<file path="src/rtl/pipe_os_gen_if.sv">
// PIPE RX-side symbol bus and OS framing strobes driven by pipe_os_gen.
interface pipe_os_gen_if #(
  parameter int LANES = 1
);
  logic [LANES*8-1:0] rxdata;
  logic [LANES-1:0]   rxdatak;
  logic               rxvalid;
  logic               os_start;
  logic               os_done;
  logic               busy;

  modport master (output rxdata, rxdatak, rxvalid, os_start, os_done, busy);
  modport slave  (input  rxdata, rxdatak, rxvalid, os_start, os_done, busy);
endinterface

</file>
<file path="src/rtl/pipe_os_gen.sv">
// Multi-lane ordered-set generator (idle, SKP, TS1, TS2) feeding the PIPE RX symbol path.
// Outputs always show the symbol selected at the previous edge; the OS choice is made on boundary cycles.
module pipe_os_gen #(
  parameter int LANES        = 1,
  parameter int SKP_LEN      = 4,
  parameter int SKP_INTERVAL = 1180
) (
  input  logic          clk,
  input  logic          reset_n,
  input  logic          en_n,
  input  logic [1:0]    mode,
  input  logic [39:0]   ts_fields,
  input  logic          lane_pad,
  input  logic [7:0]    os_count,
  input  logic          skp_en,
  pipe_os_gen_if.master rx
);

  localparam logic [7:0] SYM_COM   = 8'hBC;
  localparam logic [7:0] SYM_SKP   = 8'h1C;
  localparam logic [7:0] SYM_PAD   = 8'hF7;
  localparam logic [7:0] SYM_TS1ID = 8'h4A;
  localparam logic [7:0] SYM_TS2ID = 8'h45;
  localparam int         TW        = $clog2(SKP_INTERVAL);
  localparam logic [3:0]    SKP_LAST   = 4'(SKP_LEN - 1);
  localparam logic [TW-1:0] TIMER_LAST = TW'(SKP_INTERVAL - 1);
  localparam logic [TW-1:0] TIMER_ARM  = TW'(SKP_INTERVAL - 2);

  typedef enum logic [1:0] {ST_IDLE, ST_SKP, ST_TS} state_t;

  state_t          state, state_nx;
  logic [3:0]      sym, sym_nx;
  logic            ts2, ts2_nx;
  logic [39:0]     fields, fields_nx;
  logic            pad, pad_nx;
  logic [1:0]      mode_prev, mode_prev_nx;
  logic [7:0]      burst, burst_nx;
  logic [TW-1:0]   timer;
  logic            skp_pending;
  logic            boundary, mode_changed, exhausted;
  logic            start_skp, start_ts, done_nx;
  logic [LANES*8-1:0] data_nx;
  logic [LANES-1:0]   k_nx;

  always_comb begin
    boundary     = (state == ST_IDLE) ||
                   (state == ST_SKP && sym == SKP_LAST) ||
                   (state == ST_TS  && sym == 4'd15);
    mode_changed = (mode != mode_prev);
    exhausted    = (os_count != 8'd0) && (burst >= os_count);
    state_nx     = state;
    sym_nx       = sym + 4'd1;
    ts2_nx       = ts2;
    fields_nx    = fields;
    pad_nx       = pad;
    mode_prev_nx = mode_prev;
    burst_nx     = burst;
    start_skp    = 1'b0;
    start_ts     = 1'b0;
    done_nx      = 1'b0;
    if (boundary) begin
      mode_prev_nx = mode;
      sym_nx       = 4'd0;
      if (mode_changed) burst_nx = 8'd0;
      if (skp_pending)                     start_skp = 1'b1;
      else if (exhausted && !mode_changed) start_skp = 1'b0;
      else if (mode == 2'd1)               start_skp = 1'b1;
      else if (mode[1])                    start_ts  = 1'b1;
      state_nx = start_skp ? ST_SKP : (start_ts ? ST_TS : ST_IDLE);
      if (start_ts) begin
        ts2_nx    = mode[0];
        fields_nx = ts_fields;
        pad_nx    = lane_pad;
      end
    end else if (state == ST_TS && sym == 4'd14) begin
      // The count advances as the last TS symbol goes out, so os_done lines up with it.
      if (burst != 8'hFF) burst_nx = burst + 8'd1;
      done_nx = (os_count != 8'd0) && (burst + 8'd1 == os_count);
    end
  end

  always_comb begin
    data_nx = '0;
    k_nx    = '0;
    for (int i = 0; i < LANES; i++) begin
      case (state_nx)
        ST_SKP: begin
          data_nx[8*i +: 8] = (sym_nx == 4'd0) ? SYM_COM : SYM_SKP;
          k_nx[i]           = 1'b1;
        end
        ST_TS: begin
          case (sym_nx)
            4'd0: begin
              data_nx[8*i +: 8] = SYM_COM;
              k_nx[i]           = 1'b1;
            end
            4'd1: begin
              data_nx[8*i +: 8] = pad_nx ? SYM_PAD : fields_nx[7:0];
              k_nx[i]           = pad_nx;
            end
            4'd2: begin
              data_nx[8*i +: 8] = pad_nx ? SYM_PAD : fields_nx[15:8] + 8'(i);
              k_nx[i]           = pad_nx;
            end
            4'd3:    data_nx[8*i +: 8] = fields_nx[23:16];
            4'd4:    data_nx[8*i +: 8] = fields_nx[31:24];
            4'd5:    data_nx[8*i +: 8] = fields_nx[39:32];
            default: data_nx[8*i +: 8] = ts2_nx ? SYM_TS2ID : SYM_TS1ID;
          endcase
        end
        default: ;
      endcase
    end
  end

  always_ff @(posedge clk or negedge reset_n) begin
    if (!reset_n) begin
      state     <= ST_IDLE;
      sym       <= '0;
      ts2       <= 1'b0;
      fields    <= '0;
      pad       <= 1'b0;
      mode_prev <= '0;
      burst     <= '0;
    end else if (en_n) begin
      state     <= ST_IDLE;
      sym       <= '0;
      ts2       <= 1'b0;
      fields    <= '0;
      pad       <= 1'b0;
      mode_prev <= '0;
      burst     <= '0;
    end else begin
      state     <= state_nx;
      sym       <= sym_nx;
      ts2       <= ts2_nx;
      fields    <= fields_nx;
      pad       <= pad_nx;
      mode_prev <= mode_prev_nx;
      burst     <= burst_nx;
    end
  end

  // Pending rises on the edge the timer reaches its last value, then both hold until a SKP starts.
  always_ff @(posedge clk or negedge reset_n) begin
    if (!reset_n) begin
      timer       <= '0;
      skp_pending <= 1'b0;
    end else if (en_n || !skp_en || start_skp) begin
      timer       <= '0;
      skp_pending <= 1'b0;
    end else if (timer != TIMER_LAST) begin
      timer <= timer + 1'b1;
      if (timer == TIMER_ARM) skp_pending <= 1'b1;
    end
  end

  always_ff @(posedge clk or negedge reset_n) begin
    if (!reset_n) begin
      rx.rxdata   <= '0;
      rx.rxdatak  <= '0;
      rx.rxvalid  <= 1'b0;
      rx.os_start <= 1'b0;
      rx.os_done  <= 1'b0;
      rx.busy     <= 1'b0;
    end else if (en_n) begin
      rx.rxdata   <= '0;
      rx.rxdatak  <= '0;
      rx.rxvalid  <= 1'b0;
      rx.os_start <= 1'b0;
      rx.os_done  <= 1'b0;
      rx.busy     <= 1'b0;
    end else begin
      rx.rxdata   <= data_nx;
      rx.rxdatak  <= k_nx;
      rx.rxvalid  <= 1'b1;
      rx.os_start <= start_skp | start_ts;
      rx.os_done  <= done_nx;
      rx.busy     <= (state_nx != ST_IDLE);
    end
  end

endmodule

</file>
<file path="src/flat_wrapper.sv">
// flat-port wrapper written by rule: the top's interface ports become plain ports
module pipe_os_gen_flat 
#(
  parameter int LANES        = 1,
  parameter int SKP_LEN      = 4,
  parameter int SKP_INTERVAL = 1180
)
  (clk, reset_n, en_n, mode, ts_fields, lane_pad, os_count, skp_en, rx_rxdata, rx_rxdatak, rx_rxvalid, rx_os_start, rx_os_done, rx_busy);
  pipe_os_gen_if #(.LANES(LANES)) rx_i ();
  input  logic clk;
  input  logic reset_n;
  input  logic en_n;
  input  logic [1:0] mode;
  input  logic [39:0] ts_fields;
  input  logic lane_pad;
  input  logic [7:0] os_count;
  input  logic skp_en;
  output wire logic [$bits(rx_i.rxdata)-1:0] rx_rxdata;
  output wire logic [$bits(rx_i.rxdatak)-1:0] rx_rxdatak;
  output wire logic [$bits(rx_i.rxvalid)-1:0] rx_rxvalid;
  output wire logic [$bits(rx_i.os_start)-1:0] rx_os_start;
  output wire logic [$bits(rx_i.os_done)-1:0] rx_os_done;
  output wire logic [$bits(rx_i.busy)-1:0] rx_busy;
  assign rx_rxdata = rx_i.rxdata;
  assign rx_rxdatak = rx_i.rxdatak;
  assign rx_rxvalid = rx_i.rxvalid;
  assign rx_os_start = rx_i.os_start;
  assign rx_os_done = rx_i.os_done;
  assign rx_busy = rx_i.busy;
  pipe_os_gen #(.LANES(LANES), .SKP_LEN(SKP_LEN), .SKP_INTERVAL(SKP_INTERVAL)) u_core (.clk(clk), .reset_n(reset_n), .en_n(en_n), .mode(mode), .ts_fields(ts_fields), .lane_pad(lane_pad), .os_count(os_count), .skp_en(skp_en), .rx(rx_i));
endmodule
</file>
<file path="config.mk">
export PLATFORM = sky130hd
export DESIGN_NAME = pipe_os_gen_flat
export DESIGN_NICKNAME = d
export VERILOG_FILES = /design/src/rtl/pipe_os_gen_if.sv /design/src/rtl/pipe_os_gen.sv /design/src/flat_wrapper.sv
export SDC_FILE = /design/constraint.sdc
export NUM_CORES = 1
export LEC_CHECK = 0
export CAP_MARGIN = 10
export CORE_AREA = 2 2 95 97
export CTS_BUF_LIST = sky130_fd_sc_hd__clkbuf_8
export CTS_CLUSTER_DIAMETER = 120
export DETAILED_ROUTE_END_ITERATION = 10
export DIE_AREA = 0 0 97 99
export HOLD_SLACK_MARGIN = 0.15
export PLACE_DENSITY_LB_ADDON = 0.3
export SLEW_MARGIN = 40
export SYNTH_ARGS = -nofsm -noshare
export SYNTH_HDL_FRONTEND = slang
export SYNTH_SLANG_ARGS = --single-unit
export TNS_END_PERCENT = 10
</file>
<file path="constraint.sdc">
create_clock -name clk -period 3.99 [get_ports clk]
set_input_delay 1.197 -clock clk [delete_from_list [all_inputs] [get_ports clk]]
set_output_delay 1.197 -clock clk [all_outputs]
set_load 0.02 [all_outputs]
</file>
==> out/qor.tcl <==
set qor(gp_congestion) 0.878
set qor(rows) 34
set qor(timing.setup.critical_path_class) {primary input to flop}
set qor(numClockSinks) 83
set qor(synth_area_um2) 4570
set qor(slew_headroom) 0.615
set qor(grt_usage) 0.232
set qor(post_cts.repair.setup_buffers) 0
set qor(final_area_um2) 5720
set qor(floorplan.initialDensity) 0.534
set qor(cts-buffers-inserted) 9
set qor(first_iter_violations) 247
set qor(fp.coreArea_um2) 8550
set qor(route.top_layer_used) {met4}
set qor(power.density_nw_per_um2) 354
set qor(met1Wirelength_um) 4960
set qor(timing_max_transition_violations_final) 0
set qor(setup_viol) 0
set qor(yosysWarningCount) 0
set qor(worstSetupEndpointType) {flop}
set qor(maximum_number_of_pins_on_one_net_before_global_route_repair) 84
set qor(synth-edff-count) 0
set qor(final.fill_count) 710
set qor(clockBufferDepth) 2
set qor(die-area_um2) 9600
set qor(post_synth_num_cell_types) 62
set qor(hpwl_um) 7690
set qor(post_synth_inst_count) 464
set qor(critPathLaunchType) {primary input}
set qor(layout.cells.most_common) {sky130_fd_sc_hd__nor2_1}
set qor(worst-endpoint-arrival_ns) 4.10
set qor(critPathRequiredTime_ns) 4.24
set qor(max_cap_viols) 0
set qor(clk_latency_ns) 0.36
set qor(layout_min_cycle_time_ns) 3.85
set qor(cts.hold.buffers_added) 0
set qor(first_pass_grt_wire_length_um) 18100
set qor(fraction_of_the_yosys_area_taken_by_sequential_cells) 0.455
set qor(postSynth.topFlopCell) {sky130_fd_sc_hd__dfrtp_1}
set qor(critical_path_peak_fanout) 3
set qor(hold_path_class) {flop to flop}
set qor(first_global_vias) 3754
set qor(vdd_ir_drop_max_mv) 0.190
set qor(totalNegativeSetupSlack_ns) 0
set qor(dpl-instance-area_um2) 5400
set qor(avgRoutedWirePerCell_um) 16.2
set qor(syn-mean-instance-area_um2) 9.85
set qor(final_layout_size_suffix_gt1_frac) 0.112
set qor(die_w_um) 97
set qor(layout_stage_area_growth_over_the_synthesis_result_pct) 25.1
set qor(clock_tree_from_tritoncts) {done}
set qor(synth_fp_nets) 535
set qor(postSynth.asyncResetShare) 1.00
set qor(met2WireLength_um) 5110
set qor(finClkSkew_ns) 0.0155
set qor(grt.overflow.total) 0
set qor(clk_pin_slew_ns) 0.09
set qor(h_tree_depth_reported_by_cts) 3
set qor(max_freq_mhz) 260
set qor(fp.dieH_um) 99
set qor(clockRootBuffer) {sky130_fd_sc_hd__clkbuf_8}
set qor(route.detailed.drc) 0
set qor(yosys_reg_bits) 83
set qor(ff_latch_area_um2) 2080
set qor(run_status) {finished clean}
set qor(top_library_cells_by_usage_in_the_layout_fill_and_taps_aside) {86 x sky130_fd_sc_hd__nor2_1, 83 x sky130_fd_sc_hd__dfrtp_1, 65 x sky130_fd_sc_hd__clkdlybuf4s50_1}
set qor(timing_hold_violations_final) 0
set qor(p_leak_nw) 2.59
set qor(route.met3.wl_um) 510
set qor(drt_first_pass_iters) 4
set qor(grt_setup_unrepaired) {true}
set qor(antenna_cells) 0
set qor(tightestPinTransition_ns) 0.573
set qor(ios) 68
set qor(final_nets) 619
set qor(multi_input_comb_area_um2) 2290
set qor(fin_crit_sh) 0.965
set qor(vias_per_instance) 5.56
set qor(dr_total_vias) 3676
set qor(portBuffers) 67
set qor(antenna_found_initial) 0
set qor(ant_nets) 0
set qor(finalWirelength_um) 10700
set qor(cts_repair_resize_count) 0
## where the power goes
part | total, mW | leakage, nW | internal, mW | switching (mW)
clock | 0.724 | 0.117 | 0.414 | 0.310
combinational | 0.382 | 1.35 | 0.188 | 0.194
sequential | 0.918 | 1.13 | 0.886 | 0.0322
total | 2.02 | 2.59 | 1.49 | 0.536
## logic make-up (layout without fill, tap and decap cells)
logic type | count (synthesis) | after routing | share of synthesized area
AO/OA/AOI/OAI | 76 | 76 | 0.119
flip-flops | 83 | 83 | 0.455
multiplexers | 47 | 47 | 0.104
adder cells (fa/ha/maj) | 16 | 16 | 0.0438
buffers and inverters | 41 | 130 | 0.0526
XOR/XNOR | 23 | 23 | 0.0441
AND/OR/NAND/NOR | 178 | 178 | 0.182
## registers in the layout (all words and copies together) (netlist names)
signal / count
u_core.mode_prev: 2
u_core.rx.os_start: 1
u_core.burst: 8
u_core.fields: 40
u_core.pad: 1
u_core.state: 2
u_core.rx.rxdata: 8
u_core.skp_pending: 1
u_core.timer: 11
u_core.rx.os_done: 1
u_core.ts2: 1
u_core.rx.rxvalid: 1
u_core.rx.rxdatak: 1
u_core.sym: 4
u_core.rx.busy: 1
## final timing paths
check / startpoint / end / slack [ns] / cells after the start
min: u_core.fields[23] / u_core.fields[23] / 0.52 / 2
min reg2reg: u_core.fields[23] / u_core.fields[23] / 0.52 / 2
max: os_count[0] / u_core.rx.rxdata[4] / 0.14 / 14
max reg2reg: u_core.sym[0] / u_core.rx.rxdata[4] / 0.87 / 12
min in group asynchronous: reset_n / u_core.timer[6] / 0.72 / 1
max in group asynchronous: reset_n / u_core.rx.rxdata[1] / 2.72 / 2
## cell usage after synthesis, drive strengths merged (12+ instances only)
master | count | area share
nand2 | 28 | 0.023
o21ai | 19 | 0.021
mux2i | 45 | 0.099
nand3 | 16 | 0.018
xnor2 | 12 | 0.023
nor2 | 88 | 0.072
clkbuf | 13 | 0.011
dfrtp | 83 | 0.45
inv | 18 | 0.015
ha | 16 | 0.044
## critical path, cell delays in order
cell                              delay [ns]
sky130_fd_sc_hd__clkdlybuf4s50_1        0.43
sky130_fd_sc_hd__ha_1                   0.31
sky130_fd_sc_hd__nand2b_1               0.18
sky130_fd_sc_hd__a2111oi_4              0.37
sky130_fd_sc_hd__o311ai_2               0.18
sky130_fd_sc_hd__buf_4                  0.17
sky130_fd_sc_hd__a21oi_4                0.15
sky130_fd_sc_hd__a21oi_1                0.09
sky130_fd_sc_hd__ha_1                   0.30
sky130_fd_sc_hd__nor2_1                 0.05
sky130_fd_sc_hd__nand2_1                0.11
sky130_fd_sc_hd__nand2_1                0.09
sky130_fd_sc_hd__a221o_1                0.31
sky130_fd_sc_hd__o22a_1                 0.16
## layout make-up
class / instances / share of cell area
clock buffer: 9 / 0.0217
clock inverter: 7 / 0.0206
inverter: 19 / 0.0125
multi-input combinational: 340 / 0.401
sequential: 83 / 0.363
tap: 108 / 0.0236
timing repair buffer: 95 / 0.157
## metrics by stage
step,util,cells,hold WS (ns),setup WS [ns],total power [mW]
after global placement,0.632,644,0.496,-0.305,1.29
after global routing,0.669,661,0.557,-0.0148,2.11
after CTS,0.660,660,0.524,0.0165,2.02
after floorplan,-,464,0.473,0.0431,1.15
final,0.669,661,0.524,0.139,2.02
after detailed placement,0.632,644,0.503,-0.309,1.31
## routing by layer
metal | global-route usage | vias up
met5 | 0 | -
met4 | 0.0704 | 0
met3 | 0.0475 | 14
met2 | 0.364 | 105
met1 | 0.327 | 1774
li1 | - | 1783
Power figures use the tool's default switching activity.
